<file path="src/rtl/mul_sched_pkg.sv">
// Shared types and sizing helpers for the round-robin multiplier scheduler.
package mul_sched_pkg;

   typedef enum logic [1:0] {
      ST_IDLE = 2'd0,
      ST_CLR  = 2'd1,
      ST_RUN  = 2'd2,
      ST_RSP  = 2'd3
   } sched_state_e;

   // Watchdog counter must be able to hold the value TIMEOUT itself.
   function automatic int unsigned cnt_width(input int unsigned timeout);
      return $clog2(timeout + 1);
   endfunction

   localparam int unsigned DEF_TIMEOUT = 64;
   localparam int unsigned CNT_W       = cnt_width(DEF_TIMEOUT);

endpackage

</file>
<file path="src/rtl/rr_arb.sv">
// Round-robin arbiter: one-hot grant to the first request at or above ptr, wrapping.
module rr_arb #(
   parameter int unsigned N  = 4,
   parameter int unsigned PW = $clog2(N)
) (
   input  logic [N-1:0]  req,
   input  logic [PW-1:0] ptr,
   output logic [N-1:0]  gnt
);

   logic [PW-1:0] idx_c;
   logic          found_c;

   always_comb begin
      gnt     = '0;
      found_c = 1'b0;
      idx_c   = '0;
      for (int unsigned i = 0; i < N; i++) begin
         idx_c = PW'((32'(ptr) + i) % N);
         if (!found_c && req[idx_c]) begin
            gnt[idx_c] = 1'b1;
            found_c    = 1'b1;
         end
      end
   end

endmodule

</file>
<file path="src/rtl/mul_16bit_sched.sv">
// Shares one restart-by-reset multiplier between N_REQ requesters, with a RUN watchdog.
module mul_16bit_sched
   import mul_sched_pkg::*;
#(
   parameter  int unsigned N_REQ      = 4,
   parameter  int unsigned DATA_WIDTH = 16,
   parameter  int unsigned TIMEOUT    = 64,
   localparam int unsigned ID_W       = $clog2(N_REQ)
) (
   input  logic                          i_clk,
   input  logic                          i_rst_n,
   input  logic [N_REQ-1:0]              i_req_vld,
   output logic [N_REQ-1:0]              o_req_rdy,
   input  logic [N_REQ*DATA_WIDTH-1:0]   i_req_x,
   input  logic [N_REQ*DATA_WIDTH-1:0]   i_req_y,
   output logic                          o_rsp_vld,
   input  logic                          i_rsp_rdy,
   output logic [ID_W-1:0]               o_rsp_id,
   output logic [2*DATA_WIDTH-1:0]       o_rsp_res,
   output logic                          o_rsp_cry,
   output logic                          o_rsp_err,
   output logic                          o_mul_rst_n,
   output logic [DATA_WIDTH-1:0]         o_mul_x,
   output logic [DATA_WIDTH-1:0]         o_mul_y,
   input  logic                          i_mul_end,
   input  logic [2*DATA_WIDTH-1:0]       i_mul_res,
   input  logic                          i_mul_cry
);

   localparam int unsigned CW = cnt_width(TIMEOUT);
   localparam int unsigned RW = 2 * DATA_WIDTH;

   sched_state_e          state_q, state_d;
   logic [ID_W-1:0]       ptr_q, ptr_d;
   logic [ID_W-1:0]       id_q, id_d;
   logic [DATA_WIDTH-1:0] mul_x_q, mul_x_d;
   logic [DATA_WIDTH-1:0] mul_y_q, mul_y_d;
   logic                  mul_rst_n_q, mul_rst_n_d;
   logic [CW-1:0]         cnt_q, cnt_d;
   logic                  rsp_vld_q, rsp_vld_d;
   logic [RW-1:0]         rsp_res_q, rsp_res_d;
   logic                  rsp_cry_q, rsp_cry_d;
   logic                  rsp_err_q, rsp_err_d;

   logic [N_REQ-1:0]      gnt_c;
   logic [ID_W-1:0]       gnt_idx_c;
   logic [DATA_WIDTH-1:0] sel_x_c;
   logic [DATA_WIDTH-1:0] sel_y_c;

   rr_arb #(
      .N  (N_REQ),
      .PW (ID_W)
   ) u_rr_arb (
      .req (i_req_vld),
      .ptr (ptr_q),
      .gnt (gnt_c)
   );

   // Grant is one-hot, so OR-reduction gives the granted index and operands.
   always_comb begin
      sel_x_c   = '0;
      sel_y_c   = '0;
      gnt_idx_c = '0;
      for (int unsigned i = 0; i < N_REQ; i++) begin
         if (gnt_c[i]) begin
            sel_x_c   = sel_x_c | i_req_x[i*DATA_WIDTH +: DATA_WIDTH];
            sel_y_c   = sel_y_c | i_req_y[i*DATA_WIDTH +: DATA_WIDTH];
            gnt_idx_c = gnt_idx_c | ID_W'(i);
         end
      end
   end

   assign o_req_rdy = (state_q == ST_IDLE) ? gnt_c : '0;

   // Next-state and datapath updates; the multiplier runs only while in RUN.
   always_comb begin
      state_d     = state_q;
      ptr_d       = ptr_q;
      id_d        = id_q;
      mul_x_d     = mul_x_q;
      mul_y_d     = mul_y_q;
      mul_rst_n_d = 1'b0;
      cnt_d       = cnt_q;
      rsp_vld_d   = rsp_vld_q;
      rsp_res_d   = rsp_res_q;
      rsp_cry_d   = rsp_cry_q;
      rsp_err_d   = rsp_err_q;
      case (state_q)
         ST_IDLE: begin
            if (|i_req_vld) begin
               mul_x_d = sel_x_c;
               mul_y_d = sel_y_c;
               id_d    = gnt_idx_c;
               state_d = ST_CLR;
            end
         end
         ST_CLR: begin
            mul_rst_n_d = 1'b1;
            cnt_d       = '0;
            state_d     = ST_RUN;
         end
         ST_RUN: begin
            mul_rst_n_d = 1'b1;
            cnt_d       = cnt_q + CW'(1);
            if (i_mul_end) begin
               mul_rst_n_d = 1'b0;
               rsp_vld_d   = 1'b1;
               rsp_res_d   = i_mul_res;
               rsp_cry_d   = i_mul_cry;
               rsp_err_d   = 1'b0;
               state_d     = ST_RSP;
            end else if (cnt_q == CW'(TIMEOUT)) begin
               mul_rst_n_d = 1'b0;
               rsp_vld_d   = 1'b1;
               rsp_res_d   = '0;
               rsp_cry_d   = 1'b0;
               rsp_err_d   = 1'b1;
               state_d     = ST_RSP;
            end
         end
         ST_RSP: begin
            if (i_rsp_rdy) begin
               rsp_vld_d = 1'b0;
               ptr_d     = (32'(id_q) == N_REQ - 1) ? '0 : id_q + ID_W'(1);
               state_d   = ST_IDLE;
            end
         end
         default: state_d = ST_IDLE;
      endcase
   end

   always_ff @(posedge i_clk or negedge i_rst_n) begin
      if (!i_rst_n) begin
         state_q     <= ST_IDLE;
         ptr_q       <= '0;
         id_q        <= '0;
         mul_x_q     <= '0;
         mul_y_q     <= '0;
         mul_rst_n_q <= 1'b0;
         cnt_q       <= '0;
         rsp_vld_q   <= 1'b0;
         rsp_res_q   <= '0;
         rsp_cry_q   <= 1'b0;
         rsp_err_q   <= 1'b0;
      end else begin
         state_q     <= state_d;
         ptr_q       <= ptr_d;
         id_q        <= id_d;
         mul_x_q     <= mul_x_d;
         mul_y_q     <= mul_y_d;
         mul_rst_n_q <= mul_rst_n_d;
         cnt_q       <= cnt_d;
         rsp_vld_q   <= rsp_vld_d;
         rsp_res_q   <= rsp_res_d;
         rsp_cry_q   <= rsp_cry_d;
         rsp_err_q   <= rsp_err_d;
      end
   end

   assign o_rsp_vld   = rsp_vld_q;
   assign o_rsp_id    = id_q;
   assign o_rsp_res   = rsp_res_q;
   assign o_rsp_cry   = rsp_cry_q;
   assign o_rsp_err   = rsp_err_q;
   assign o_mul_rst_n = mul_rst_n_q;
   assign o_mul_x     = mul_x_q;
   assign o_mul_y     = mul_y_q;

endmodule
</file>
<file path="config.mk">
export PLATFORM = sky130hd
export DESIGN_NAME = mul_16bit_sched
export DESIGN_NICKNAME = d
export VERILOG_FILES = /design/src/rtl/mul_sched_pkg.sv /design/src/rtl/rr_arb.sv /design/src/rtl/mul_16bit_sched.sv
export SDC_FILE = /design/constraint.sdc
export NUM_CORES = 1
export LEC_CHECK = 0
export BUFFER_PORTS_ARGS = -buffer_cell sky130_fd_sc_hd__buf_2
export CORE_ASPECT_RATIO = 0.7
export CORE_MARGIN = 2
export CORE_UTILIZATION = 42
export DETAILED_ROUTE_END_ITERATION = 8
export HOLD_SLACK_MARGIN = 0.08
export PLACE_DENSITY_LB_ADDON = 0.05
export SETUP_SLACK_MARGIN = 0.02
export SYNTH_ARGS = -nofsm -noshare
export SYNTH_HDL_FRONTEND = slang
export SYNTH_SLANG_ARGS = --single-unit
</file>
<file path="constraint.sdc">
create_clock -name i_clk -period 2.7 [get_ports i_clk]
set_input_delay 0.405 -clock i_clk [delete_from_list [all_inputs] [get_ports i_clk]]
set_output_delay 0.405 -clock i_clk [all_outputs]
set_load 0.05 [all_outputs]
</file>
==> impl_metrics.toml <==
[outcome]
status = "complete, but fails checks"
violations = "setup timing"

[layout]
sequential_cell_area_um2 = 2027
fraction_of_final_layout_cells_with_drive_strength_greater_than_1 = 0.4764
final_util = 0.6005
fillers = 1043
layout.nets = 918
multi_input_area_um2 = 2858
layout.cell_area.non_filler_um2 = 6992
area.growth.synth_to_final_pct = 39.77
antenna_cells_inserted = 0

[yosys]
syn_std_cell_area_um2 = 5002
synthArstFlopShare = 1.000
postSynthRegisterBits = 81
yosysSeqAreaShare = 0.4052
synth_top_cell_area_share = 0.4052
synthesis.yosys.warnings = 0
synth_area_leader_cell = "sky130_fd_sc_hd__dfrtp_1"
ys_dominant_reg_cell = "sky130_fd_sc_hd__dfrtp_1"
postSynthNetCount = 685
ranking_of_synthesized_cells_by_area = "sky130_fd_sc_hd__dfrtp_1 41%, sky130_fd_sc_hd__a41oi_2 9.1%, sky130_fd_sc_hd__o21ai_0 7.8%, sky130_fd_sc_hd__a22o_1 5.8%, sky130_fd_sc_hd__a211oi_1 5.0%"
postSynthCellCount = 503
synthesis.area_per_instance_um2 = 9.945
synth.top_cells.by_count = "81 x sky130_fd_sc_hd__dfrtp_1, 78 x sky130_fd_sc_hd__o21ai_0, 36 x sky130_fd_sc_hd__nor2_1, 33 x sky130_fd_sc_hd__a211oi_1, 33 x sky130_fd_sc_hd__a22o_1"
synthMostInstantiatedCell = "sky130_fd_sc_hd__dfrtp_1"
post_synth_num_cell_types = 44
synth_enable_flop_cells = 0

[drt]
drt_pass1_iterations = 4
num_vias = 5200
via_per_instance_ratio = 5.791
initialDrtViolationCount = 329
route.detailed.wl_per_inst_um = 20.68
drc = 0
finalWirelength_um = 18570
antenna_left = 0

[placed_design]
buffer_ports.inserted = 242
placedInstanceArea_um2 = 6440
detailed_place_hpwl_um = 12550
placement.setup.worst_slack_ps = -7.387
finalWeightedCongestion = 0.8384

[power_and_ir_drop]
ir_worst_vdd_mv = 0.6890
power.density_cell_area_nw_per_um2 = 1407
static_leakage_nw = 3.033
finalPower_w = 0.009840

[grt]
first_global_vias = 5366
groute.usage.overall = 0.2845
maximum_number_of_pins_on_one_net_before_global_route_repair = 55
gr-total-overflow = 0
grt_antenna_before_repair = 2
grt_pass1_wl_um = 28320

[clocking]
clk-insertion-delay-late_ps = 330
cts_num_sinks = 81
htree_num_levels = 3
cts_root_buffer = "sky130_fd_sc_hd__clkbuf_16"
cts.path.max_buffers = 2
clkTransAtPathRegs_ps = 70
inserted_clock_buffers = 9
cts_tree = "built"

[floorplanning]
chipHeight_um = 95.31
ios = 243
die_width_um = 134.4
core_region_area_um2 = 11640
rows = 33
fp.dieArea_um2 = 12810
start_util = 0.4296

[job]
max_cap_violations = 0

[setup_path]
critical_path_class = "reg -> out"
crit_path_start_kind = "register"
worst-endpoint-required_ps = 2300
timing.critical_path.arrival_ps = 2520
path_max_fanout = 6
end_kind = "output pin"

[timing]
timing.final.hold_violations = 0
fmaxAchievable_mhz = 341.4
post-route-period-util = 1.085
relSlewSlack = 0.5807
finClkSkew_ps = 8.260
hold_slack_ps = 285.0
worst-slew-pin-transition_ps = 623.2
slew_violations = 0
post_route_minimum_period_ps = 2929
setup-violations-final = 4
postLayoutSetupSlackWorst_ps = -228.8
grt_setup_unrepaired = "true"

[min_path]
hold_path_class = "in -> reg"
==> registers in the layout (all words and copies together), names as in the netlist <==
name	cells
o_rsp_res	32
o_mul_rst_n	1
o_mul_y	16
o_rsp_id	2
o_rsp_vld	1
ptr_q	2
o_mul_x	16
state_q	2
o_rsp_err	1
cnt_q	7
o_rsp_cry	1
==> report_power, final <==
group,internal [W],switching (W)
sequential,0.00179,0.000303
combinational,0.00212,0.00444
clock,0.000660,0.000529
total,0.00457,0.00527
==> critical path, stage by stage, from the launching register on <==
cell                      delay [ps]
sky130_fd_sc_hd__dfrtp_1         390
sky130_fd_sc_hd__inv_2            70
sky130_fd_sc_hd__ha_4            280
sky130_fd_sc_hd__mux4_2          580
sky130_fd_sc_hd__nor2b_4         160
sky130_fd_sc_hd__a221o_1         330
sky130_fd_sc_hd__o21a_4          220
sky130_fd_sc_hd__buf_8           150
==> cells in the final DEF (no fill, tap or decap), types with 5 or more instances in the layout <==
cell                        synthesis  final
sky130_fd_sc_hd__ha_1              13     12
sky130_fd_sc_hd__a211oi_2           0      8
sky130_fd_sc_hd__nor2b_1            7      5
sky130_fd_sc_hd__o21ai_1           28     29
sky130_fd_sc_hd__buf_4              0     19
sky130_fd_sc_hd__dfrtp_1           81     81
sky130_fd_sc_hd__buf_12             0      6
sky130_fd_sc_hd__clkbuf_16          0     10
sky130_fd_sc_hd__a41oi_2           28     29
sky130_fd_sc_hd__a21boi_0          32     32
sky130_fd_sc_hd__a22o_1            33     33
sky130_fd_sc_hd__buf_8              0      5
sky130_fd_sc_hd__a211oi_1          33     25
sky130_fd_sc_hd__o21ai_0           78     74
sky130_fd_sc_hd__buf_2             16    237
sky130_fd_sc_hd__nor2_1            36     36
sky130_fd_sc_hd__nand2_1           17     16
sky130_fd_sc_hd__inv_1             10      8
==> metal layers <==
metal	track usage	part of all wire	vias to the layer above	wire, um
met4	0.09561	0.0069	2	128
met2	0.4541	0.47	243	8763
met3	0.07443	0.094	14	1737
li1	-	-	2388	-
met5	0	0.00059	-	11
met1	0.3791	0.43	2553	7927
==> stage by stage <==
step	std cells	TNS (ps)
after floorplan	503	-476.3
after global placement	875	0
after detailed placement	875	-10.33
after CTS	897	-627.3
after global routing	898	-1198
final	898	-809.8
==> final timing paths <==
kind	startpoint	end	slack (ps)	depth (start not counted)
setup / recovery	ptr_q[1]$_DFFE_PN0P_	o_req_rdy[3]	-230	7
hold / removal	i_mul_res[7]	o_rsp_res[7]$_DFFE_PN0P_	290	2
setup reg to reg	ptr_q[1]$_DFFE_PN0P_	o_mul_x[8]$_DFFE_PN0P_	50	9
hold reg to reg	o_rsp_res[21]$_DFFE_PN0P_	o_rsp_res[21]$_DFFE_PN0P_	500	1
max in group asynchronous	i_rst_n	o_rsp_res[2]$_DFFE_PN0P_	1520	3
min in group asynchronous	i_rst_n	ptr_q[1]$_DFFE_PN0P_	530	2
==> cell type report <==
class / count / share of cell area
Multi-Input combinational cell: 363 / 0.4087
Sequential cell: 81 / 0.2899
Timing Repair Buffer: 271 / 0.2262
Clock inverter: 6 / 0.007158
Clock buffer: 10 / 0.03418
Tap cell: 157 / 0.02810
Inverter: 10 / 0.005727
==> logic make-up after synthesis <==
logic type / after synthesis / synth area share
AND/OR/NAND/NOR: 84 / 0.08429
AO/OA/AOI/OAI: 258 / 0.3977
adder cells (fa/ha/maj): 13 / 0.03252
buffers and inverters: 59 / 0.05603
flip-flops: 81 / 0.4052
multiplexers: 7 / 0.02251
XOR/XNOR: 1 / 0.001751
==> timing repair <==
| item | CTS | global route |
|---|---|---|
| setup endpoints to repair | 12 | 38 |
| resized for setup | 15 | 31 |
| pin swaps | 6 | 4 |
| endpoints found under the hold margin | 27 | 0 |
| hold buffers | 1 | 0 |
| buffers inserted | 5 | 0 |
| gates cloned | 0 | 1 |
(Power assumes the default switching activity.)
